<file path="config.mk">
export PLATFORM = sky130hd
export DESIGN_NAME = soc_periph_arbiter_flat
export DESIGN_NICKNAME = d
export VERILOG_FILES = /design/src/rtl/soc_periph_arbiter_pkg.sv /design/src/rtl/soc_periph_arbiter_if.sv /design/src/rtl/soc_addr_decode.sv /design/src/rtl/soc_periph_arbiter.sv /design/src/flat_wrapper.sv
export SDC_FILE = /design/constraint.sdc
export NUM_CORES = 1
export LEC_CHECK = 0
export ABC_CLOCK_PERIOD_IN_PS = 6600
export BUFFER_PORTS_ARGS = -buffer_cell sky130_fd_sc_hd__buf_2
export CORE_AREA = 5 5 450 452
export CTS_CLUSTER_SIZE = 10
export DETAILED_ROUTE_END_ITERATION = 12
export DIE_AREA = 0 0 455 457
export PLACE_DENSITY_LB_ADDON = 0.08
export SLEW_MARGIN = 20
export SYNTH_ARGS = -nofsm -noshare
export SYNTH_HDL_FRONTEND = slang
export SYNTH_SLANG_ARGS = --single-unit
</file>
<file path="constraint.sdc">
create_clock -name clk_i -period 6.6 [get_ports clk_i]
set_input_delay 1.65 -clock clk_i [delete_from_list [all_inputs] [get_ports clk_i]]
set_output_delay 1.65 -clock clk_i [all_outputs]
set_load 0.1 [all_outputs]
</file>
<file path="src/rtl/soc_periph_arbiter_pkg.sv">
// SoC address map, target rules and arbiter types shared by the peripheral arbiter,
// its address decoder and its bus interface.
package ariane_soc;

    localparam int unsigned NrSlaves       = 2;
    localparam int unsigned NB_PERIPHERALS = 10;

    typedef enum int unsigned {
        DRAM = 0, GPIO = 1, Ethernet = 2, SPI = 3, Timer = 4,
        UART = 5, PLIC = 6, CLINT = 7, ROM = 8, Debug = 9
    } axi_slaves_t;

    localparam logic [63:0] DebugBase    = 64'h0000_0000;
    localparam logic [63:0] ROMBase      = 64'h0001_0000;
    localparam logic [63:0] CLINTBase    = 64'h0200_0000;
    localparam logic [63:0] PLICBase     = 64'h0C00_0000;
    localparam logic [63:0] UARTBase     = 64'h1000_0000;
    localparam logic [63:0] TimerBase    = 64'h1800_0000;
    localparam logic [63:0] SPIBase      = 64'h2000_0000;
    localparam logic [63:0] EthernetBase = 64'h3000_0000;
    localparam logic [63:0] GPIOBase     = 64'h4000_0000;
    localparam logic [63:0] DRAMBase     = 64'h8000_0000;

    localparam logic [63:0] DebugLength    = 64'h1000;
    localparam logic [63:0] ROMLength      = 64'h1_0000;
    localparam logic [63:0] CLINTLength    = 64'hC_0000;
    localparam logic [63:0] PLICLength     = 64'h3FF_FFFF;
    localparam logic [63:0] UARTLength     = 64'h1000;
    localparam logic [63:0] TimerLength    = 64'h1000;
    localparam logic [63:0] SPILength      = 64'h80_0000;
    localparam logic [63:0] EthernetLength = 64'h1_0000;
    localparam logic [63:0] GPIOLength     = 64'h1000;
    localparam logic [63:0] DRAMLength     = 64'h4000_0000;

    typedef enum logic [1:0] {IDLE, REQ, RSP, DECERR} arb_state_e;

    typedef struct packed {
        logic [63:0] base;
        logic [63:0] length;
    } target_rule_t;

    // Indexed by axi_slaves_t.
    localparam target_rule_t AddrMap [NB_PERIPHERALS] = '{
        '{DRAMBase,     DRAMLength},
        '{GPIOBase,     GPIOLength},
        '{EthernetBase, EthernetLength},
        '{SPIBase,      SPILength},
        '{TimerBase,    TimerLength},
        '{UARTBase,     UARTLength},
        '{PLICBase,     PLICLength},
        '{CLINTBase,    CLINTLength},
        '{ROMBase,      ROMLength},
        '{DebugBase,    DebugLength}
    };

    typedef struct packed {
        logic [63:0] addr;
        logic        we;
        logic [63:0] wdata;
        logic [7:0]  be;
    } mst_req_t;

endpackage

</file>
<file path="src/rtl/soc_periph_arbiter_if.sv">
// Bus bundle between the core-side masters, the peripheral arbiter and the targets.
// Modport slave is the arbiter's view; modport master is the surrounding fabric's view.
interface soc_periph_arbiter_if #(
    parameter int unsigned NrMasters = ariane_soc::NrSlaves,
    parameter int unsigned NrTargets = ariane_soc::NB_PERIPHERALS
);
    logic [NrMasters-1:0]            mst_req_i;
    logic [NrMasters-1:0][63:0]      mst_addr_i;
    logic [NrMasters-1:0]            mst_we_i;
    logic [NrMasters-1:0][63:0]      mst_wdata_i;
    logic [NrMasters-1:0][7:0]       mst_be_i;
    logic [NrMasters-1:0]            mst_gnt_o;
    logic [NrMasters-1:0]            mst_rvalid_o;
    logic [63:0]                     mst_rdata_o;
    logic                            mst_err_o;

    logic [NrTargets-1:0]            slv_sel_o;
    logic [63:0]                     slv_addr_o;
    logic                            slv_we_o;
    logic [63:0]                     slv_wdata_o;
    logic [7:0]                      slv_be_o;
    logic [NrTargets-1:0]            slv_gnt_i;
    logic [NrTargets-1:0]            slv_rvalid_i;
    logic [NrTargets-1:0][63:0]      slv_rdata_i;
    logic [NrTargets-1:0]            slv_err_i;

    modport slave (
        input  mst_req_i, mst_addr_i, mst_we_i, mst_wdata_i, mst_be_i,
        output mst_gnt_o, mst_rvalid_o, mst_rdata_o, mst_err_o,
        output slv_sel_o, slv_addr_o, slv_we_o, slv_wdata_o, slv_be_o,
        input  slv_gnt_i, slv_rvalid_i, slv_rdata_i, slv_err_i
    );

    modport master (
        output mst_req_i, mst_addr_i, mst_we_i, mst_wdata_i, mst_be_i,
        input  mst_gnt_o, mst_rvalid_o, mst_rdata_o, mst_err_o,
        input  slv_sel_o, slv_addr_o, slv_we_o, slv_wdata_o, slv_be_o,
        output slv_gnt_i, slv_rvalid_i, slv_rdata_i, slv_err_i
    );
endinterface

</file>
<file path="src/rtl/soc_addr_decode.sv">
// Combinational SoC address decoder: address -> one-hot target select plus hit flag.
module soc_addr_decode import ariane_soc::*; #(
    parameter int unsigned NrTargets = NB_PERIPHERALS
) (
    input  logic [63:0]          i_addr,
    output logic [NrTargets-1:0] o_sel,
    output logic                 o_hit
);
    // Scan high to low so the lowest matching index is the one left standing.
    always_comb begin
        o_sel = '0;
        o_hit = 1'b0;
        for (int t = NrTargets - 1; t >= 0; t--) begin
            if (i_addr >= AddrMap[t].base && (i_addr - AddrMap[t].base) < AddrMap[t].length) begin
                o_sel    = '0;
                o_sel[t] = 1'b1;
                o_hit    = 1'b1;
            end
        end
    end
endmodule

</file>
<file path="src/rtl/soc_periph_arbiter.sv">
// Round-robin arbiter sharing the peripheral port between core-side masters, one transaction
// in flight. Optional SOC_ARB_TIMEOUT_EN adds a watchdog that errors out a stuck target.
module soc_periph_arbiter import ariane_soc::*; #(
    parameter int unsigned NrMasters = NrSlaves,
    parameter int unsigned NrTargets = NB_PERIPHERALS
`ifdef SOC_ARB_TIMEOUT_EN
    , parameter int unsigned TimeoutCycles = 1024
`endif
) (
    input logic                clk_i,
    input logic                rst_ni,
    soc_periph_arbiter_if.slave bus
);
    localparam int unsigned MstW = (NrMasters > 1) ? $clog2(NrMasters) : 1;

    arb_state_e           r_state;
    logic [MstW-1:0]      r_ptr, r_owner;
    logic [NrTargets-1:0] r_sel, r_tgt;
    mst_req_t             r_req;
    logic [NrMasters-1:0] r_rvalid;
    logic [63:0]          r_rdata;
    logic                 r_err;

    logic                 w_any, w_gnt_ok, w_dec_hit;
    logic [MstW-1:0]      w_win;
    logic [NrMasters-1:0] w_gnt;
    logic [NrTargets-1:0] w_dec_sel;
    logic                 w_tgt_gnt, w_tgt_rv, w_tgt_err, w_tmo;
    logic [63:0]          w_tgt_rdata;

    always_comb begin
        w_any = 1'b0;
        w_win = '0;
        for (int k = 0; k < NrMasters; k++) begin
            if (!w_any && bus.mst_req_i[(int'(r_ptr) + k) % NrMasters]) begin
                w_any = 1'b1;
                w_win = MstW'((int'(r_ptr) + k) % NrMasters);
            end
        end
    end

    // No grant while a response pulse is out, so grant and response never share a cycle.
    assign w_gnt_ok = rst_ni && (r_state == IDLE) && !(|r_rvalid);

    always_comb begin
        w_gnt = '0;
        if (w_gnt_ok && w_any) w_gnt[w_win] = 1'b1;
    end

    soc_addr_decode #(.NrTargets(NrTargets)) u_dec (
        .i_addr (bus.mst_addr_i[w_win]),
        .o_sel  (w_dec_sel),
        .o_hit  (w_dec_hit)
    );

    assign w_tgt_gnt = |(bus.slv_gnt_i & r_sel);
    assign w_tgt_rv  = |(bus.slv_rvalid_i & r_tgt);

    always_comb begin
        w_tgt_rdata = '0;
        w_tgt_err   = 1'b0;
        for (int t = 0; t < NrTargets; t++) begin
            if (r_tgt[t]) begin
                w_tgt_rdata = w_tgt_rdata | bus.slv_rdata_i[t];
                w_tgt_err   = w_tgt_err | bus.slv_err_i[t];
            end
        end
    end

`ifdef SOC_ARB_TIMEOUT_EN
    localparam int unsigned CntW = (TimeoutCycles > 1) ? $clog2(TimeoutCycles) : 1;
    logic [CntW-1:0] r_cnt;
    logic            w_busy, w_done;

    assign w_busy = (r_state == REQ) || (r_state == RSP);
    assign w_tmo  = w_busy && (r_cnt == CntW'(TimeoutCycles - 1));
    assign w_done = ((r_state == REQ) && w_tgt_gnt && w_tgt_rv) ||
                    ((r_state == RSP) && w_tgt_rv) || w_tmo;

    always_ff @(posedge clk_i or negedge rst_ni) begin
        if (!rst_ni)                r_cnt <= '0;
        else if (w_busy && !w_done) r_cnt <= r_cnt + 1'b1;
        else                        r_cnt <= '0;
    end
`else
    assign w_tmo = 1'b0;
`endif

    always_ff @(posedge clk_i or negedge rst_ni) begin
        if (!rst_ni) begin
            r_state  <= IDLE;
            r_ptr    <= '0;
            r_owner  <= '0;
            r_sel    <= '0;
            r_tgt    <= '0;
            r_req    <= '0;
            r_rvalid <= '0;
            r_rdata  <= '0;
            r_err    <= 1'b0;
        end else begin
            r_rvalid <= '0;
            r_rdata  <= '0;
            r_err    <= 1'b0;
            unique case (r_state)
                IDLE: if (w_gnt_ok && w_any) begin
                    r_owner <= w_win;
                    r_ptr   <= MstW'((int'(w_win) + 1) % NrMasters);
                    r_req   <= '{addr: bus.mst_addr_i[w_win], we: bus.mst_we_i[w_win],
                                 wdata: bus.mst_wdata_i[w_win], be: bus.mst_be_i[w_win]};
                    r_sel   <= w_dec_sel;
                    r_tgt   <= w_dec_sel;
                    r_state <= w_dec_hit ? REQ : DECERR;
                end
                REQ: if (w_tgt_gnt) begin
                    r_sel <= '0;
                    if (w_tgt_rv) begin
                        r_rvalid[r_owner] <= 1'b1;
                        r_rdata           <= w_tgt_rdata;
                        r_err             <= w_tgt_err;
                        r_state           <= IDLE;
                    end else begin
                        r_state <= RSP;
                    end
                end else if (w_tmo) begin
                    r_sel             <= '0;
                    r_rvalid[r_owner] <= 1'b1;
                    r_err             <= 1'b1;
                    r_state           <= IDLE;
                end
                RSP: if (w_tgt_rv) begin
                    r_rvalid[r_owner] <= 1'b1;
                    r_rdata           <= w_tgt_rdata;
                    r_err             <= w_tgt_err;
                    r_state           <= IDLE;
                end else if (w_tmo) begin
                    r_rvalid[r_owner] <= 1'b1;
                    r_err             <= 1'b1;
                    r_state           <= IDLE;
                end
                DECERR: begin
                    r_rvalid[r_owner] <= 1'b1;
                    r_err             <= 1'b1;
                    r_state           <= IDLE;
                end
                default: r_state <= IDLE;
            endcase
        end
    end

    assign bus.mst_gnt_o    = w_gnt;
    assign bus.mst_rvalid_o = r_rvalid;
    assign bus.mst_rdata_o  = r_rdata;
    assign bus.mst_err_o    = r_err;
    assign bus.slv_sel_o    = r_sel;
    assign bus.slv_addr_o   = r_req.addr;
    assign bus.slv_we_o     = r_req.we;
    assign bus.slv_wdata_o  = r_req.wdata;
    assign bus.slv_be_o     = r_req.be;
endmodule

</file>
<file path="src/flat_wrapper.sv">
// flat-port wrapper written by rule: the top's interface ports become plain ports
module soc_periph_arbiter_flat import ariane_soc::*;
#(
    parameter int unsigned NrMasters = NrSlaves,
    parameter int unsigned NrTargets = NB_PERIPHERALS

)
  (clk_i, rst_ni, bus_mst_req_i, bus_mst_addr_i, bus_mst_we_i, bus_mst_wdata_i, bus_mst_be_i, bus_mst_gnt_o, bus_mst_rvalid_o, bus_mst_rdata_o, bus_mst_err_o, bus_slv_sel_o, bus_slv_addr_o, bus_slv_we_o, bus_slv_wdata_o, bus_slv_be_o, bus_slv_gnt_i, bus_slv_rvalid_i, bus_slv_rdata_i, bus_slv_err_i);
  soc_periph_arbiter_if #(.NrMasters(NrMasters), .NrTargets(NrTargets)) bus_i ();
  input logic clk_i;
  input logic rst_ni;
  input wire logic [$bits(bus_i.mst_req_i)-1:0] bus_mst_req_i;
  input wire logic [$bits(bus_i.mst_addr_i)-1:0] bus_mst_addr_i;
  input wire logic [$bits(bus_i.mst_we_i)-1:0] bus_mst_we_i;
  input wire logic [$bits(bus_i.mst_wdata_i)-1:0] bus_mst_wdata_i;
  input wire logic [$bits(bus_i.mst_be_i)-1:0] bus_mst_be_i;
  output wire logic [$bits(bus_i.mst_gnt_o)-1:0] bus_mst_gnt_o;
  output wire logic [$bits(bus_i.mst_rvalid_o)-1:0] bus_mst_rvalid_o;
  output wire logic [$bits(bus_i.mst_rdata_o)-1:0] bus_mst_rdata_o;
  output wire logic [$bits(bus_i.mst_err_o)-1:0] bus_mst_err_o;
  output wire logic [$bits(bus_i.slv_sel_o)-1:0] bus_slv_sel_o;
  output wire logic [$bits(bus_i.slv_addr_o)-1:0] bus_slv_addr_o;
  output wire logic [$bits(bus_i.slv_we_o)-1:0] bus_slv_we_o;
  output wire logic [$bits(bus_i.slv_wdata_o)-1:0] bus_slv_wdata_o;
  output wire logic [$bits(bus_i.slv_be_o)-1:0] bus_slv_be_o;
  input wire logic [$bits(bus_i.slv_gnt_i)-1:0] bus_slv_gnt_i;
  input wire logic [$bits(bus_i.slv_rvalid_i)-1:0] bus_slv_rvalid_i;
  input wire logic [$bits(bus_i.slv_rdata_i)-1:0] bus_slv_rdata_i;
  input wire logic [$bits(bus_i.slv_err_i)-1:0] bus_slv_err_i;
  assign bus_i.mst_req_i = bus_mst_req_i;
  assign bus_i.mst_addr_i = bus_mst_addr_i;
  assign bus_i.mst_we_i = bus_mst_we_i;
  assign bus_i.mst_wdata_i = bus_mst_wdata_i;
  assign bus_i.mst_be_i = bus_mst_be_i;
  assign bus_mst_gnt_o = bus_i.mst_gnt_o;
  assign bus_mst_rvalid_o = bus_i.mst_rvalid_o;
  assign bus_mst_rdata_o = bus_i.mst_rdata_o;
  assign bus_mst_err_o = bus_i.mst_err_o;
  assign bus_slv_sel_o = bus_i.slv_sel_o;
  assign bus_slv_addr_o = bus_i.slv_addr_o;
  assign bus_slv_we_o = bus_i.slv_we_o;
  assign bus_slv_wdata_o = bus_i.slv_wdata_o;
  assign bus_slv_be_o = bus_i.slv_be_o;
  assign bus_i.slv_gnt_i = bus_slv_gnt_i;
  assign bus_i.slv_rvalid_i = bus_slv_rvalid_i;
  assign bus_i.slv_rdata_i = bus_slv_rdata_i;
  assign bus_i.slv_err_i = bus_slv_err_i;
  soc_periph_arbiter #(.NrMasters(NrMasters), .NrTargets(NrTargets)) u_core (.clk_i(clk_i), .rst_ni(rst_ni), .bus(bus_i));
endmodule
</file>
==> metrics.txt, run 1 <==
register share of total power=19.4%; Worst-Margin Slew=1.122 ns; Num CTS Buffers=37; clock buffer depth=3; Power, Total=10.94 mW; Switch Pwr=6.782 mW; Critical Path AT=6.34 ns; Core Region=198400 um^2; setup TNS=0 ns; die area=207900 um^2; RePlAce Congestion=0.9856; Comb power frac=60.9%; drc violations=0; layout cell share with drive strength beyond 1=40.47%; # clock sinks=228; Clk Latency, worst-skew pair=0.61 ns; synth top area cells=dfrtp_1 (30%), a22oi_1 (10%), nand2_1 (8.1%); WHS=0.4739 ns; max-slew violation count=0; switching fraction of total power=61.98%; Mapped Avg Cell Area=7.650 um^2; RSZ-0062 raised after global routing=no; Post-Syn Instances=2487; reg-to-reg slack, setup=1.55 ns; Total GRT Usage=25.89%; share of the synthesized area in the top cell type=29.99%; Area Overhead vs Synth=62.20%; DR vias=29590; Worst-path clk slew=0.06 ns; Post-synth ARST share=100.0%; internal power=4.160 mW; area post-placement=29150 um^2; Synth area leader=dfrtp_1; crit-path max FO=65; wire per inst=43.28 um; post-route clock period utilization=88.55%; total I/O pin count=1164; Die W=455 um; endpoints failing hold=0; Netlist cell types=92; Routed Antenna Nets=0; EDFF count, synth=0; WS Path Type=input port to flip-flop; Final setup viols=0; # resized after CTS=0; Clk pwr share=19.8%; Hold Path Depth=2; vias in the first global route=28850; number of DRC markers in iteration 0=2922; Synthesis Warnings=0; GRT Residual Overflow=0; Seq cells post-synth=228; Design Area, Final=30860 um^2; Max Cap Viol=0; Clock Tree Root=clkbuf_16; Detail Placement HPWL=240.8 mm; LEAKAGE=12.79 nW; height of the die=457 um; critical path required time=7.10 ns; htree depth=2; cell area after synthesis=19020 um^2; # fillers=23210; first-pass GRT wire length=347.4 mm; VDD IR max=0.2275 mV; drt total wl=284.1 mm; Worst Setup Start Kind=input port; Worst Setup End Kind=flip-flop; HP Class=flip-flop to flip-flop; ys flop type=dfrtp_1; initial antenna violation count=312; row count=164; status=finished, final reports clean; First-pass DRT Iterations=6; slew margin rel.=25.23%; Power Density=354.6 nW/um^2; FMAX=171.1 MHz; worst reg-to-reg path cell count=11; port buffer count=1163; Final Critical Period=5.844 ns; Post-Syn Nets=3443; Post-CTS Setup Repair Bufs=0; hold-fix buffers at CTS=0; final worst clock skew=0.03667 ns; Final #Nets=4644; post-synthesis sequential area ratio=29.99%; largest net degree at the start of global routing=114; Starting Density=9.588%; clock tree from TritonCTS=done; DR vias/cell=4.508
cell type report:
| cell class | instances | area [um^2] | share of cell area (%) |
|---|---|---|---|
| clock inverters | 9 | 148.9 | 0.4825 |
| inverters | 18 | 67.56 | 0.2190 |
| multi-input cells | 2027 | 12520 | 40.56 |
| well taps | 2656 | 3323 | 10.77 |
| flip-flops and latches | 228 | 5743 | 18.61 |
| diodes | 195 | 488.0 | 1.581 |
| repair buffers | 1376 | 7502 | 24.31 |
| clock buffers | 56 | 1069 | 3.463 |
cells by family after synthesis:
kind of cell	synth area share [%]
AOI/OAI and AO/OA	33.00
xor gates and xnor gates	4.420
adders and majority gates	0.5262
buffers and inverters	5.025
DFF	29.99
muxes	1.802
and+or+nand+nor	25.24
flip-flops by register name (all words and copies together), names as in the netlist:
register and cells:
u_core.r_state 2, u_core.bus.mst_err_o 1, u_core.bus.slv_wdata_o 64, u_core.r_owner 1, u_core.bus.slv_we_o 1, u_core.bus.slv_be_o 8, u_core.bus.mst_rdata_o 64, u_core.bus.mst_rvalid_o 2
u_core.bus.slv_addr_o 64, u_core.bus.slv_sel_o 10, u_core.r_tgt 10, u_core.r_ptr 1
cell usage in the layout (no fill, tap or decap), types with 12 or more instances in the layout:
cell       synthesis  layout
clkbuf_1         170      13
nor2_1           178     174
xnor2_1           66      66
nand3_1           59      59
a2111oi_0         14      13
a21o_1            14      14
nand4_1           59      59
a221oi_1          75      75
a21oi_1           75      74
nor3_1            59      59
o31ai_1           19      18
or4_1             35      35
a22oi_1          262     262
o211ai_1          15      15
diode_2            0     195
inv_1             15      15
and2_1            18      18
o21ai_0          100     100
nand2_1          410     408
xor2_1            30      30
dfrtp_1          228     218
a31oi_1          190     190
o22ai_1           12      12
and3_1            21      21
a211oi_1          14      14
and4_1            12      12
or3_1             21      21
nor4_1            67      63
clkbuf_16          0      38
buf_4              1     206
buf_2              8    1163
mux2i_1           25      20
metrics by stage:
stage,utilization (%),worst slack (ns),std cells
3_5_place_dp,14.69,0.2929,6304
6_report,15.55,0.7557,6565
5_1_grt,15.49,0.7796,6519
3_3_place_gp,14.69,0.1498,6304
4_1_cts,15.30,0.8784,6369
2_1_floorplan,-,0.1774,2487
cells in the mapped netlist, drive strengths merged (41+ instances only):
cell type,instances
a21oi,75
a221oi,75
a22oi,262
a31oi,190
buf,41
clkbuf,173
dfrtp,228
nand2,410
nand3,60
nand4,59
nor2,178
nor3,59
nor4,67
o21ai,105
xnor2,66
power by group through the flow:
stage	Combinational [mW]	Sequential [mW]	Clock, mW
after global routing	6.82	2.17	2.27
after detailed placement	6.67	2.14	0
after floorplan	1.22	5.04	0
after global placement	6.71	2.13	0
final	6.66	2.12	2.16
after CTS	6.69	2.12	2.24
routing by layer:
layer	vias up	part of all wire, %	track usage [%]
li1	12290	-	-
met1	14930	38	29.60
met2	1763	51	46.43
met3	571	5.9	3.787
met4	32	5.4	13.35
met5	-	0.075	0
final timing paths:
| path | end | startpoint |
|---|---|---|
| worst max-delay path | u_core.bus.slv_sel_o[8] | bus_mst_req_i[0] |
| min in group asynchronous | u_core.bus.slv_wdata_o[52] | rst_ni |
| worst min register to register | u_core.bus.slv_addr_o[27] | u_core.bus.slv_addr_o[27] |
| max in group asynchronous | u_core.bus.mst_rdata_o[59] | rst_ni |
| worst max register to register | u_core.bus.slv_sel_o[8] | u_core.r_ptr |
| worst min-delay path | u_core.bus.slv_addr_o[27] | u_core.bus.slv_addr_o[27] |
critical path: stages:
cell       delay, ns
buf_2           0.17
and2b_1         0.33
nor2_4          0.15
buf_4           0.78
o31ai_1         0.30
a21oi_1         0.38
nand3_1         0.36
nor4_1          0.98
buf_4           0.23
o2111ai_1       0.20
or4_1           0.58
o31ai_1         0.20
Power figures use the tool's default switching activity.
==> inputs of run 2 (changes only) <==
PLACE_DENSITY_LB_ADDON = unset   (was 0.08)
==> run 2 against run 1 <==
Via count is 3.8% higher. First-iteration DRC count is 38% higher. Worst hold slack about the same. Total power is 0.93% lower. Critical path type unchanged.
==> metrics.txt, run 2 (same netlist as run 1, synthesis figures left out) <==
Clock Tree Root=clkbuf_16; Critical Path AT=6.08 ns; status=finished, final reports clean; row count=164; layout cell share with drive strength beyond 1=40.08%; LEAKAGE=12.61 nW; RSZ-0062 raised after global routing=no; total I/O pin count=1164; DR vias/cell=4.670; vias in the first global route=28240; Routed Antenna Nets=0; hold-fix buffers at CTS=0; max-slew violation count=0; dpl cells=6267; Post-CTS Setup Repair Bufs=0; setup TNS=0 ns; most common cell after layout, fill and taps aside=buf_2; crit-path max FO=30; Max Cap Viol=0; Final #Nets=4607; worst r2r src=u_core.r_ptr; Worst-Margin Slew=1.229 ns; end point of the critical path=u_core.r_tgt[7]; Worst Setup Start Kind=input port; Starting Density=9.588%; height of the die=457 um; Final Critical Period=5.637 ns; WS Path Type=input port to flip-flop; worst reg-to-reg path cell count=12; drc violations=0; Power Density=352.6 nW/um^2; clock tree from TritonCTS=done; First-pass DRT Iterations=6; Slowest Stage Delay on Critical Path=0.71 ns; port buffer count=1163; VDD IR max=0.2738 mV; final worst clock skew=0.04035 ns; post-route clock period utilization=85.41%; # resized after CTS=0; endpoints failing hold=0; CP startpoint=bus_mst_req_i[0]; Clk Latency, worst-skew pair=0.62 ns; DR vias=30720; wire per inst=43.06 um; GRT Residual Overflow=0; critical path required time=7.05 ns; slowest cell on the critical path=a21oi_1; Core Region=198400 um^2; Area Overhead vs Synth=61.58%; initial antenna violation count=249; number of DRC markers in iteration 0=4024; Die W=455 um; CP cell instances=buf_2 -> and2b_1 -> buf_4 -> nor4_1 -> nor2_1 -> a21oi_1 -> a21oi_1 -> nor4_1 -> nand4_1 -> nor4_1 -> buf_4 -> a2111o_1 -> o31ai_1; htree depth=2; min-delay src=u_core.bus.slv_addr_o[29]; most frequent cells in the layout=buf_2 (1162), nand2_1 (408), a22oi_1 (262); Final setup viols=0; HP Class=flip-flop to flip-flop; Layout Cells excl Fill=6578; Total GRT Usage=25.93%; Worst-path clk slew=0.06 ns; drt total wl=283.2 mm; # clock sinks=228; r2r endpoint=u_core.r_tgt[7]; FMAX=177.4 MHz; most used cell, CP=nor4_1; Num CTS Buffers=36; WHS=0.4738 ns; Design Area, Final=30740 um^2; largest net degree at the start of global routing=169; Worst Setup End Kind=flip-flop; die area=207900 um^2; slew margin rel.=16.46%; Detail Placement HPWL=239.2 mm; first-pass GRT wire length=344.8 mm; RePlAce Congestion=1.050; area post-placement=28840 um^2; reg-to-reg slack, setup=1.78 ns; clock buffer depth=3
## run 2: final cells by class
cell class,count,area [um^2]
clock buffer,46,988.4
inverter,18,67.56
timing repair buffer,1340,7222
sequential,228,5743
tap,2656,3323
fill,23160,167700
clock inverter,19,276.5
multi-input combinational,2027,12510
antenna,244,610.6
## run 2: worst max-delay path: cells and delay by family
kind | cells | cell delay (ns)
AND/OR/NAND/NOR | 6 | 2.30
buffers and inverters | 3 | 0.68
AO/OA/AOI/OAI | 4 | 1.44
## run 2: metrics by stage
step,utilization (%),power (mW),setup slack (ns)
2_1_floorplan,-,6.268,0.1774
3_3_place_gp,14.53,8.722,0.3676
3_5_place_dp,14.53,8.727,0.4596
4_1_cts,15.17,10.94,1.093
5_1_grt,15.42,11.16,0.7239
6_report,15.49,10.84,0.9629
## run 2: how the worst min path moves through the flow
stage | cells after the start | slack (ns) | endpoint
after global routing | 2 | 0.51 | u_core.bus.slv_addr_o[27]
final | 2 | 0.47 | u_core.bus.slv_addr_o[29]
after global placement | 2 | 0.46 | u_core.bus.slv_addr_o[42]
after CTS | 2 | 0.48 | u_core.bus.slv_addr_o[57]
after detailed placement | 2 | 0.47 | u_core.bus.slv_addr_o[57]
after floorplan | 1 | 0.43 | u_core.bus.mst_rvalid_o[0]
## run 2: routing by layer
layer,part of all wire (%),vias to the layer above,global-route usage (%)
met2,52,2511,47.43
li1,-,12250,-
met4,7.3,24,15.92
met1,33,15210,26.90
met5,0.050,-,0
met3,7.6,725,5.449
## run 2: where the power goes
group | internal (mW) | switching, mW | total, mW
clock network | 1.24 | 0.911 | 2.15
logic | 1.08 | 5.49 | 6.57
registers | 1.82 | 0.298 | 2.12
total | 4.14 | 6.70 | 10.8
